`src/rtl/dsm_target_sequencer.sv`:
```
// dsm_target_sequencer
// Owns the 32-bit target word feeding the MASH modulator. New goals arrive
// over a valid/ready handshake. The applied target slews toward the goal in
// clamped steps at a prescaled tick rate. After the goal is reached, the block
// waits out the modulator pipeline latency and pulses done.
// Optional build macro: DSM_SEQ_MUTE_EN adds a mute input. Mute forces the
// target to midscale and freezes the sequencer.
module dsm_target_sequencer #(
    parameter logic [31:0] INIT_TARGET = 32'h8000_0000,
    parameter int          SETTLE_CYC  = 4,
    parameter int          DIV_W       = 8
) (
    input  logic             clk,
    input  logic             rst_n,
`ifdef DSM_SEQ_MUTE_EN
    input  logic             mute,
`endif
    input  logic [31:0]      req_target,
    input  logic             req_valid,
    output logic             req_ready,
    input  logic [15:0]      step,
    input  logic [DIV_W-1:0] div,
    output logic [31:0]      target,
    output logic             busy,
    output logic             done
);

    localparam logic [1:0] ST_IDLE   = 2'd0;
    localparam logic [1:0] ST_RAMP   = 2'd1;
    localparam logic [1:0] ST_SETTLE = 2'd2;

    localparam int SET_W = (SETTLE_CYC > 1) ? $clog2(SETTLE_CYC) : 1;
    localparam logic [SET_W-1:0] SETTLE_LAST = SET_W'(SETTLE_CYC - 1);

    logic [1:0]       state_q,   state_d;
    logic [31:0]      target_q,  target_d;
    logic [31:0]      goal_q,    goal_d;
    logic [31:0]      step_q,    step_d;
    logic [DIV_W-1:0] div_q,     div_d;
    logic [DIV_W-1:0] presc_q,   presc_d;
    logic [SET_W-1:0] settle_q,  settle_d;
    logic             ready_q,   ready_d;
    logic             busy_q,    busy_d;
    logic             done_q,    done_d;

    logic             mute_s;
    logic [31:0]      dist_s;
    logic [31:0]      slew_s;

`ifdef DSM_SEQ_MUTE_EN
    assign mute_s = mute;
`else
    assign mute_s = 1'b0;
`endif

    // Next target one step toward the goal, clamped so it never overshoots or wraps.
    always_comb begin
        dist_s = 32'd0;
        slew_s = goal_q;
        if (goal_q >= target_q) begin
            dist_s = goal_q - target_q;
            if ((step_q == 32'd0) || (dist_s <= step_q)) begin
                slew_s = goal_q;
            end else begin
                slew_s = target_q + step_q;
            end
        end else begin
            dist_s = target_q - goal_q;
            if ((step_q == 32'd0) || (dist_s <= step_q)) begin
                slew_s = goal_q;
            end else begin
                slew_s = target_q - step_q;
            end
        end
    end

    // Sequencer state machine: handshake, ramp ticks, settle countdown.
    always_comb begin
        state_d  = state_q;
        target_d = target_q;
        goal_d   = goal_q;
        step_d   = step_q;
        div_d    = div_q;
        presc_d  = presc_q;
        settle_d = settle_q;
        ready_d  = ready_q;
        busy_d   = busy_q;
        done_d   = 1'b0;

        if (mute_s) begin
            // Everything holds except the target, which is parked at midscale.
            // Any in-progress settle restarts after release because the
            // target it was settling on has been disturbed.
            target_d = INIT_TARGET;
            ready_d  = 1'b0;
            settle_d = {SET_W{1'b0}};
        end else begin
            case (state_q)
                ST_IDLE: begin
                    if (req_valid && ready_q) begin
                        goal_d  = req_target;
                        step_d  = {16'd0, step};
                        div_d   = div;
                        presc_d = {DIV_W{1'b0}};
                        ready_d = 1'b0;
                        busy_d  = 1'b1;
                        if (req_target == target_q) begin
                            state_d  = ST_SETTLE;
                            settle_d = {SET_W{1'b0}};
                        end else begin
                            state_d  = ST_RAMP;
                        end
                    end else begin
                        ready_d = 1'b1;
                    end
                end
                ST_RAMP: begin
                    ready_d = 1'b0;
                    if (presc_q == div_q) begin
                        presc_d  = {DIV_W{1'b0}};
                        target_d = slew_s;
                        if (slew_s == goal_q) begin
                            state_d  = ST_SETTLE;
                            settle_d = {SET_W{1'b0}};
                        end else begin
                            state_d  = ST_RAMP;
                        end
                    end else begin
                        presc_d = presc_q + {{(DIV_W-1){1'b0}}, 1'b1};
                    end
                end
                ST_SETTLE: begin
                    if (settle_q == SETTLE_LAST) begin
                        state_d  = ST_IDLE;
                        settle_d = {SET_W{1'b0}};
                        done_d   = 1'b1;
                        busy_d   = 1'b0;
                        ready_d  = 1'b1;
                    end else begin
                        settle_d = settle_q + {{(SET_W-1){1'b0}}, 1'b1};
                        ready_d  = 1'b0;
                    end
                end
                default: begin
                    state_d  = ST_IDLE;
                    target_d = INIT_TARGET;
                    ready_d  = 1'b0;
                    busy_d   = 1'b0;
                end
            endcase
        end
    end

    // State and output registers with synchronous active-low reset.
    always_ff @(posedge clk) begin
        if (!rst_n) begin
            state_q  <= ST_IDLE;
            target_q <= INIT_TARGET;
            goal_q   <= 32'd0;
            step_q   <= 32'd0;
            div_q    <= {DIV_W{1'b0}};
            presc_q  <= {DIV_W{1'b0}};
            settle_q <= {SET_W{1'b0}};
            ready_q  <= 1'b0;
            busy_q   <= 1'b0;
            done_q   <= 1'b0;
        end else begin
            state_q  <= state_d;
            target_q <= target_d;
            goal_q   <= goal_d;
            step_q   <= step_d;
            div_q    <= div_d;
            presc_q  <= presc_d;
            settle_q <= settle_d;
            ready_q  <= ready_d;
            busy_q   <= busy_d;
            done_q   <= done_d;
        end
    end

    assign target    = target_q;
    assign req_ready = ready_q;
    assign busy      = busy_q;
    assign done      = done_q;

endmodule

```
`config.mk`:
```
export PLATFORM = sky130hd
export DESIGN_NAME = dsm_target_sequencer
export DESIGN_NICKNAME = d
export VERILOG_FILES = /design/src/rtl/dsm_target_sequencer.sv
export SDC_FILE = /design/constraint.sdc
export NUM_CORES = 1
export LEC_CHECK = 0
export BUFFER_PORTS_ARGS = -buffer_cell sky130_fd_sc_hd__buf_2
export CAP_MARGIN = 20
export CORE_MARGIN = 3
export CORE_UTILIZATION = 40
export DETAILED_ROUTE_END_ITERATION = 6
export PLACE_DENSITY_LB_ADDON = 0.2
export SETUP_SLACK_MARGIN = 0.3
export SYNTH_ARGS = -nofsm -noshare
export SYNTH_HDL_FRONTEND = slang
export SYNTH_SLANG_ARGS = --single-unit
```
`constraint.sdc`:
```
create_clock -name clk -period 5.7 [get_ports clk]
set_clock_uncertainty 0.2 [all_clocks]
set_input_delay 0.285 -clock clk [delete_from_list [all_inputs] [get_ports clk]]
set_output_delay 0.285 -clock clk [all_outputs]
set_load 0.05 [all_outputs]
```
==> results.ini, run 1 <==
[clock_tree]
htreeDepth=3
cts_buffer_depth=2
cts_root_buf=clkbuf_16
clk_latency_ps=390
cts_tree=built
cts_num_sinks=103
cts.reportedPaths.clkPinSlew_ps=90
cts_buffers=9

[cells_and_area]
nets=2457
drive_above_1_share_pct=27.74
stdcell_area_um2=18180
fill_cells=3128
utilization_pct=56.90
diodes=0
area_growth_pct=38.22

[sta]
clock.fmax_mhz=172.6
setup_viol=4
hold_viol=0
tightest_slew_ps=915.3
relSlewSlack_pct=37.40
rsz0062_at_grt=true
setup_tns_ps=-308.9
finalMaxSlewViolations=0
post-route-min-period_ps=5795
worst_slack_ps=-94.98
final_min_period_over_clock_period_pct=101.7

[synthesis]
synth_area_per_cell_um2=6.991
yosys.area_share.adder_pct=12.78
post-synth-top-count-cell=a21oi_1
synth_area_um2=13160
syn-num-nets=2073
synth_xor_area_share_pct=9.291
synth_commonest_cells=a21oi_1 (245), nand2_1 (234), ha_1 (128)
synth-async-reset-ratio_pct=0
synthSimpleGateAreaFrac_pct=24.46
netlist_top_cells_area=dfxtp_1 (16%), ha_1 (12%), a21oi_1 (9.3%)
synth_top_family_by_area=compound AO/OA/AOI/OAI gates
ys_types=95
synth_edf_count=0
synth_mux_area_share_pct=0.6942
synth_top_cell_by_area=dfxtp_1
ys_warn_count=0
synthDominantCellAreaShare_pct=15.67
synth_compound_gate_area_share_pct=30.24
yosys_register_bits=103
netlist_instances=1882
yosysSeqAreaShare_pct=15.67
synthFlopType=dfxtp_1

[min_path]
min_delay_path_depth=3
hp-class=primary input to flop
min-delay-start=req_target[8]
min_to=goal_q[8]

[critical_path]
path_class=flop to flop
cp_data_arrival_time_ps=5880
critical_path_required_ps=5790
r2r_end=settle_q[0]
reg2reg_from=target[1]
r2r_cells=26
worstPathMaxFanout=7
rrSetupSlack_ps=-90
crit_path_end_kind=flop
critPathLaunchType=flop

[pwr]
power_density_nw_per_um2=377.2
power.leakage_nw=7.710
ir_drop_mv=0.2479

[routing]
maxUsedRoutingLayer=met5
met2_length_mm=27.24
viasPerCell=6.030
met1Wirelength_mm=28.56
vias=16320
drtIter0Drc=1935
routed_wl_mm=64.64
drc_errors=0
wl_per_cell_um=23.89
wl_met3_mm=6.587
first_pass_iters=6
antenna_left=0

[place]
place_hpwl_mm=51.96
io_buffers=93
postPlaceCellArea_um2=15970
gp_congestion=0.9965
place_ws_ps=-467.2

[grt]
grt_antenna_before_repair=1
grt_max_degree=63
grtUsageTotal_pct=34.99
first_global_vias=15540
grt_pass1_wl_mm=94.99
overflow=0

[floorplanning]
core_um2=31960
die_w_um=187.4
start_util_pct=41.16
row_count=65
fp.dieH_um=187.4
design.die.area_um2=35100
io_pins=94

[status]
failed_checks=setup timing
status=complete, but fails checks

[flow_run]
maxCapViolCount=0

per-stage QoR:
stage	hold slack (ps)	cells	total power, mW
after global routing	24.73	2706	7.246
after CTS	7.058	2674	6.365
after detailed placement	254.8	2592	5.375
final	19.82	2706	6.858
after global placement	253.6	2592	5.360
after floorplan	146.9	1882	3.675
worst max path at each step:
stage               startpoint           to  slack, ps  cells after the start
detailed placement   target[1]  settle_q[0]       -470                     26
floorplan            target[9]  settle_q[0]        300                     26
global placement     target[4]   state_q[0]       -480                     28
finish               target[1]  settle_q[0]        -90                     26
CTS                  target[1]   state_q[1]       -120                     23
global route         target[6]   state_q[0]       -350                     29
cell type report:
cell class / count / area (µm²) / area share (%)
clock buffers: 11 / 264.0 / 1.452
repair buffers: 479 / 3714 / 20.42
flip-flops and latches: 103 / 2121 / 11.66
clock inverters: 5 / 42.54 / 0.2339
multi-input cells: 1553 / 11050 / 60.75
well taps: 435 / 544.3 / 2.993
inverters: 120 / 452.9 / 2.491
what timing repair did:
action                                  4_1_cts  5_1_grt
hold endpoints to repair                     45        0
buffers inserted                             21       29
cloned                                        0        2
pin swaps                                    46       67
endpoints found under the setup margin       30       36
resized for setup                           110      113
hold buffers                                 45        0
report_power, final:
part	switching [mW]	total [mW]	internal, mW	leakage (nW)
logic	3.03	5.37	2.34	6.71
clock network	0.333	0.676	0.343	0.150
registers	0.0452	0.809	0.764	0.851
worst max-delay path: stages (launching register included):
cell and delay [ps]:
dfxtp_4 360, inv_4 40, buf_6 110, fa_2 420, and3_4 180, a211o_1 330, a21oi_2 180, xnor2_1 160
ha_1 300, and3_4 180, nand4_1 170, a21o_1 210, a31oi_4 120, a2111o_1 370, nor3_2 150, nand4_2 170
o31ai_4 290, buf_12 180, buf_6 110, buf_4 100, a21oi_1 30, o32a_1 410, a211oi_2 230, nand2_1 80
and4b_1 310, a21oi_2 70, a22o_1 220
per-layer routing:
metal | up-vias | global-route usage, %
met3 | 132 | 9.277
met4 | 2 | 11.02
met1 | 7666 | 48.80
li1 | 7620 | -
met5 | - | 0
met2 | 896 | 52.45
state kept, by name, summed over array words and instances (netlist names):
register / count
div_q: 8
target: 32
settle_q: 2
done: 1
step_q: 16
state_q: 2
req_ready: 1
presc_q: 8
goal_q: 32
busy: 1
cell families after synthesis:
family                     after synthesis
and+or+nand+nor                        657
AOI/OAI and AO/OA                      617
buffers and inverters                  226
xor gates and xnor gates               138
adders and majority gates              132
DFF                                    103
muxes                                    9
cell usage in the layout (no fill, tap or decap), drive strengths merged, types with 29 or more instances in the layout:
cell,count
buf,433
a21oi,246
nand2,234
ha,128
nor2,124
inv,124
xnor2,111
o21ai,107
dfxtp,103
nand3,53
nand4,51
nor3,47
dlygate4sd3,45
a211oi,29
No activity file was read; power rests on OpenSTA's default activity.
==> run 2: changes to the inputs <==
- ABC_AREA: not set -> 1
==> run 2 against run 1 <==
  * The flow now finishes without violations
  * Maximum frequency increased by 15%
  * Count of clock-buffer cells in the layout decreased by 2
  * Synthesized area increased by 8.9%
  * Synthesized cell count increased by 35%
  * Core utilization decreased by 9.8 points
==> results.ini, run 2 <==
[synthesis]
synthSimpleGateAreaFrac_pct=42.58  ; +18 points
ys_warn_count=0  ; unchanged
netlist_top_cells_area=nand2_1 (22%), dfxtp_1 (14%), ha_1 (11%)
synth_edf_count=0  ; unchanged
synth_area_per_cell_um2=5.625  ; -20%
synth_commonest_cells=nand2_1 (833), inv_1 (346), nand3_1 (291)
synthDominantCellAreaShare_pct=21.82  ; +6.2 points
syn-num-nets=2738  ; +32%
synth_top_family_by_area=simple AND/OR/NAND/NOR gates
synth_compound_gate_area_share_pct=11.44  ; -19 points
yosys.area_share.adder_pct=11.74  ; -1.0 points
post-synth-top-count-cell=nand2_1
ys_types=39  ; -59%
netlist_instances=2547  ; +35%
yosys_register_bits=103  ; unchanged
synth-async-reset-ratio_pct=0  ; unchanged
synth_top_cell_by_area=nand2_1
synth_xor_area_share_pct=7.091  ; -2.2 points
synthFlopType=dfxtp_1
yosysSeqAreaShare_pct=14.39  ; -1.3 points
synth_mux_area_share_pct=0  ; -0.69 points
synth_area_um2=14330  ; +8.9%

[sta]
setup_tns_ps=0  ; +308.9 ps
final_min_period_over_clock_period_pct=88.70  ; -13 points
relSlewSlack_pct=27.57  ; -9.8 points
finalMaxSlewViolations=0  ; unchanged
hold_viol=0  ; unchanged
tightest_slew_ps=1086  ; +171.2 ps
post-route-min-period_ps=5056  ; -739.1 ps
clock.fmax_mhz=197.8  ; +15%
setup_viol=0  ; -4
rsz0062_at_grt=false

[place]
gp_congestion=0.9837  ; -1.3%
postPlaceCellArea_um2=15300  ; -4.2%
io_buffers=93  ; unchanged
place_hpwl_mm=47.41  ; -8.8%
placed_cells=3050  ; +18%

[clock_tree]
cts_buffer_depth=2  ; unchanged
cts_root_buf=clkbuf_16
cts.reportedPaths.clkPinSlew_ps=90  ; about the same
cts_buffers=9  ; unchanged
cts_tree=built
clk_latency_ps=380  ; about the same
htreeDepth=3  ; unchanged
cts_num_sinks=103  ; unchanged

[cells_and_area]
stdcell_count=3107  ; +15%
diodes=0  ; unchanged
layout_common_cells=nand2_1 (817), inv_1 (342), nand3_1 (284)
fill_cells=3759  ; +20%
nets=2838  ; +16%
area_growth_pct=14.57
drive_above_1_share_pct=10.86  ; -17 points
stdcell_area_um2=16410  ; -9.7%
final_common_cell=nand2_1

[min_path]
hp-class=primary input to flop

[routing]
vias=16810  ; +3.0%
viasPerCell=5.410  ; -10%
drc_errors=0  ; unchanged
routed_wl_mm=59.07  ; -8.6%
wl_per_cell_um=19.01  ; -20%
drtIter0Drc=1734  ; -10%
antenna_left=0  ; unchanged
first_pass_iters=6  ; unchanged

[critical_path]
cp_data_arrival_time_ps=5160  ; -720 ps
worstPathMaxFanout=16  ; +9
critPathLaunchType=flop
worstSetupEndpoint=settle_q[1]
r2r_cells=38  ; +46%
crit_path_frequent_cell=nand2_1
crit_path_end_kind=flop
slowest_delay_ps=370  ; -50 ps
crit_start=target[0]
r2r_end=settle_q[1]
critical_path_required_ps=5810  ; +20 ps
rrSetupSlack_ps=640  ; +740 ps
reg2reg_from=target[0]
slowest_stage=fa_2
path_class=flop to flop

[floorplanning]
core_um2=34880  ; +9.1%
fp.dieH_um=195.3  ; +4.2%
start_util_pct=41.07  ; -0.090 points
design.die.area_um2=38130  ; +8.6%
die_w_um=195.3  ; +4.2%
io_pins=94  ; unchanged
row_count=68  ; +4.6%

[status]
status=complete, no violations

[grt]
grt_max_degree=79  ; +25%
first_global_vias=15530  ; -0.051%
grt_pass1_wl_mm=88.75  ; -6.6%
grtUsageTotal_pct=29.69  ; -5.3 points
grt.met2_usage_pct=45.34  ; -7.1 points
overflow=0  ; unchanged
use_met1_pct=41.71  ; -7.1 points
globalRouteMet3Util_pct=4.503  ; -4.8 points
grt_antenna_before_repair=0  ; -1
busiest_layer=met2

[flow_run]
maxCapViolCount=0  ; unchanged

[run 2: cell types whose count changed after synthesis, sizes merged, moves of 60 or more]
| cell | delta |
|---|---|
| inv | +230 |
| xor2 | +60 |
| xnor2 | -81 |
| nand3 | +242 |
| nand2 | +616 |
| nor2 | +74 |
[run 2: metal layers]
metal,share of wire [%],vias up
met4,4.8,0
met3,8.2,147
met1,44,7618
li1,-,8312
met2,43,733
met5,0,-
[run 2: repair_timing]
action,CTS,global route
gates cloned,1,3
setup buffers,0,15
hold buffers,22,0
resized for setup,8,83
endpoints found under the setup margin,4,4
hold endpoints to repair,22,0
pin swaps,0,13
[run 2: per-stage QoR]
stage                     setup slack [ps]  utilization (%)  hold WS [ps]
after floorplan                       1048                -         223.3
after global placement              -7.317            43.87         249.9
after detailed placement             3.429            43.87         274.1
after CTS                            323.0            45.52         1.475
after global routing                 302.8            47.06         27.88
final                                644.1            47.06         18.32
[run 2: final cells by class]
| type | count | area (µm²) | share of cell area [%] |
|---|---|---|---|
| tap | 455 | 569.3 | 3.468 |
| inverter | 357 | 1340 | 8.164 |
| clock inverter | 7 | 75.07 | 0.4574 |
| multi-input combinational | 1992 | 10780 | 65.65 |
| sequential | 103 | 2074 | 12.64 |
| timing repair buffer | 184 | 1355 | 8.255 |
| clock buffer | 9 | 225.2 | 1.372 |
[run 2: how the worst min path moves through the flow]
stage	start	endpoint	slack, ps	cells past startpoint
final	req_target[24]	goal_q[24]	20	3
after global routing	step[4]	step_q[4]	30	3
after CTS	req_target[1]	goal_q[1]	1	3
after detailed placement	busy	busy	270	2
after global placement	busy	busy	250	2
after floorplan	rst_n	state_q[1]	220	2
[run 2: critical path, delay by kind of cell, from the launching register on]
kind | cells | cell delay [ps]
and+or+nand+nor | 28 | 2880
adders and majority gates | 3 | 870
buffers and inverters | 5 | 430
DFF | 1 | 360
xor gates and xnor gates | 1 | 160
AOI/OAI and AO/OA | 1 | 60
[run 2: cell families (layout without fill, tap and decap cells)]
logic type               count (synthesis)  after routing
AND/OR/NAND/NOR                       1431           1431
flip-flops                             103            103
XOR/XNOR                               116            116
AO/OA/AOI/OAI                          313            313
adder cells (fa/ha/maj)                132            132
buffers and inverters                  452            557
Power of run 2 is not shown: default switching activity piles up to over one toggle a cycle in this logic, so the estimate is an artifact.
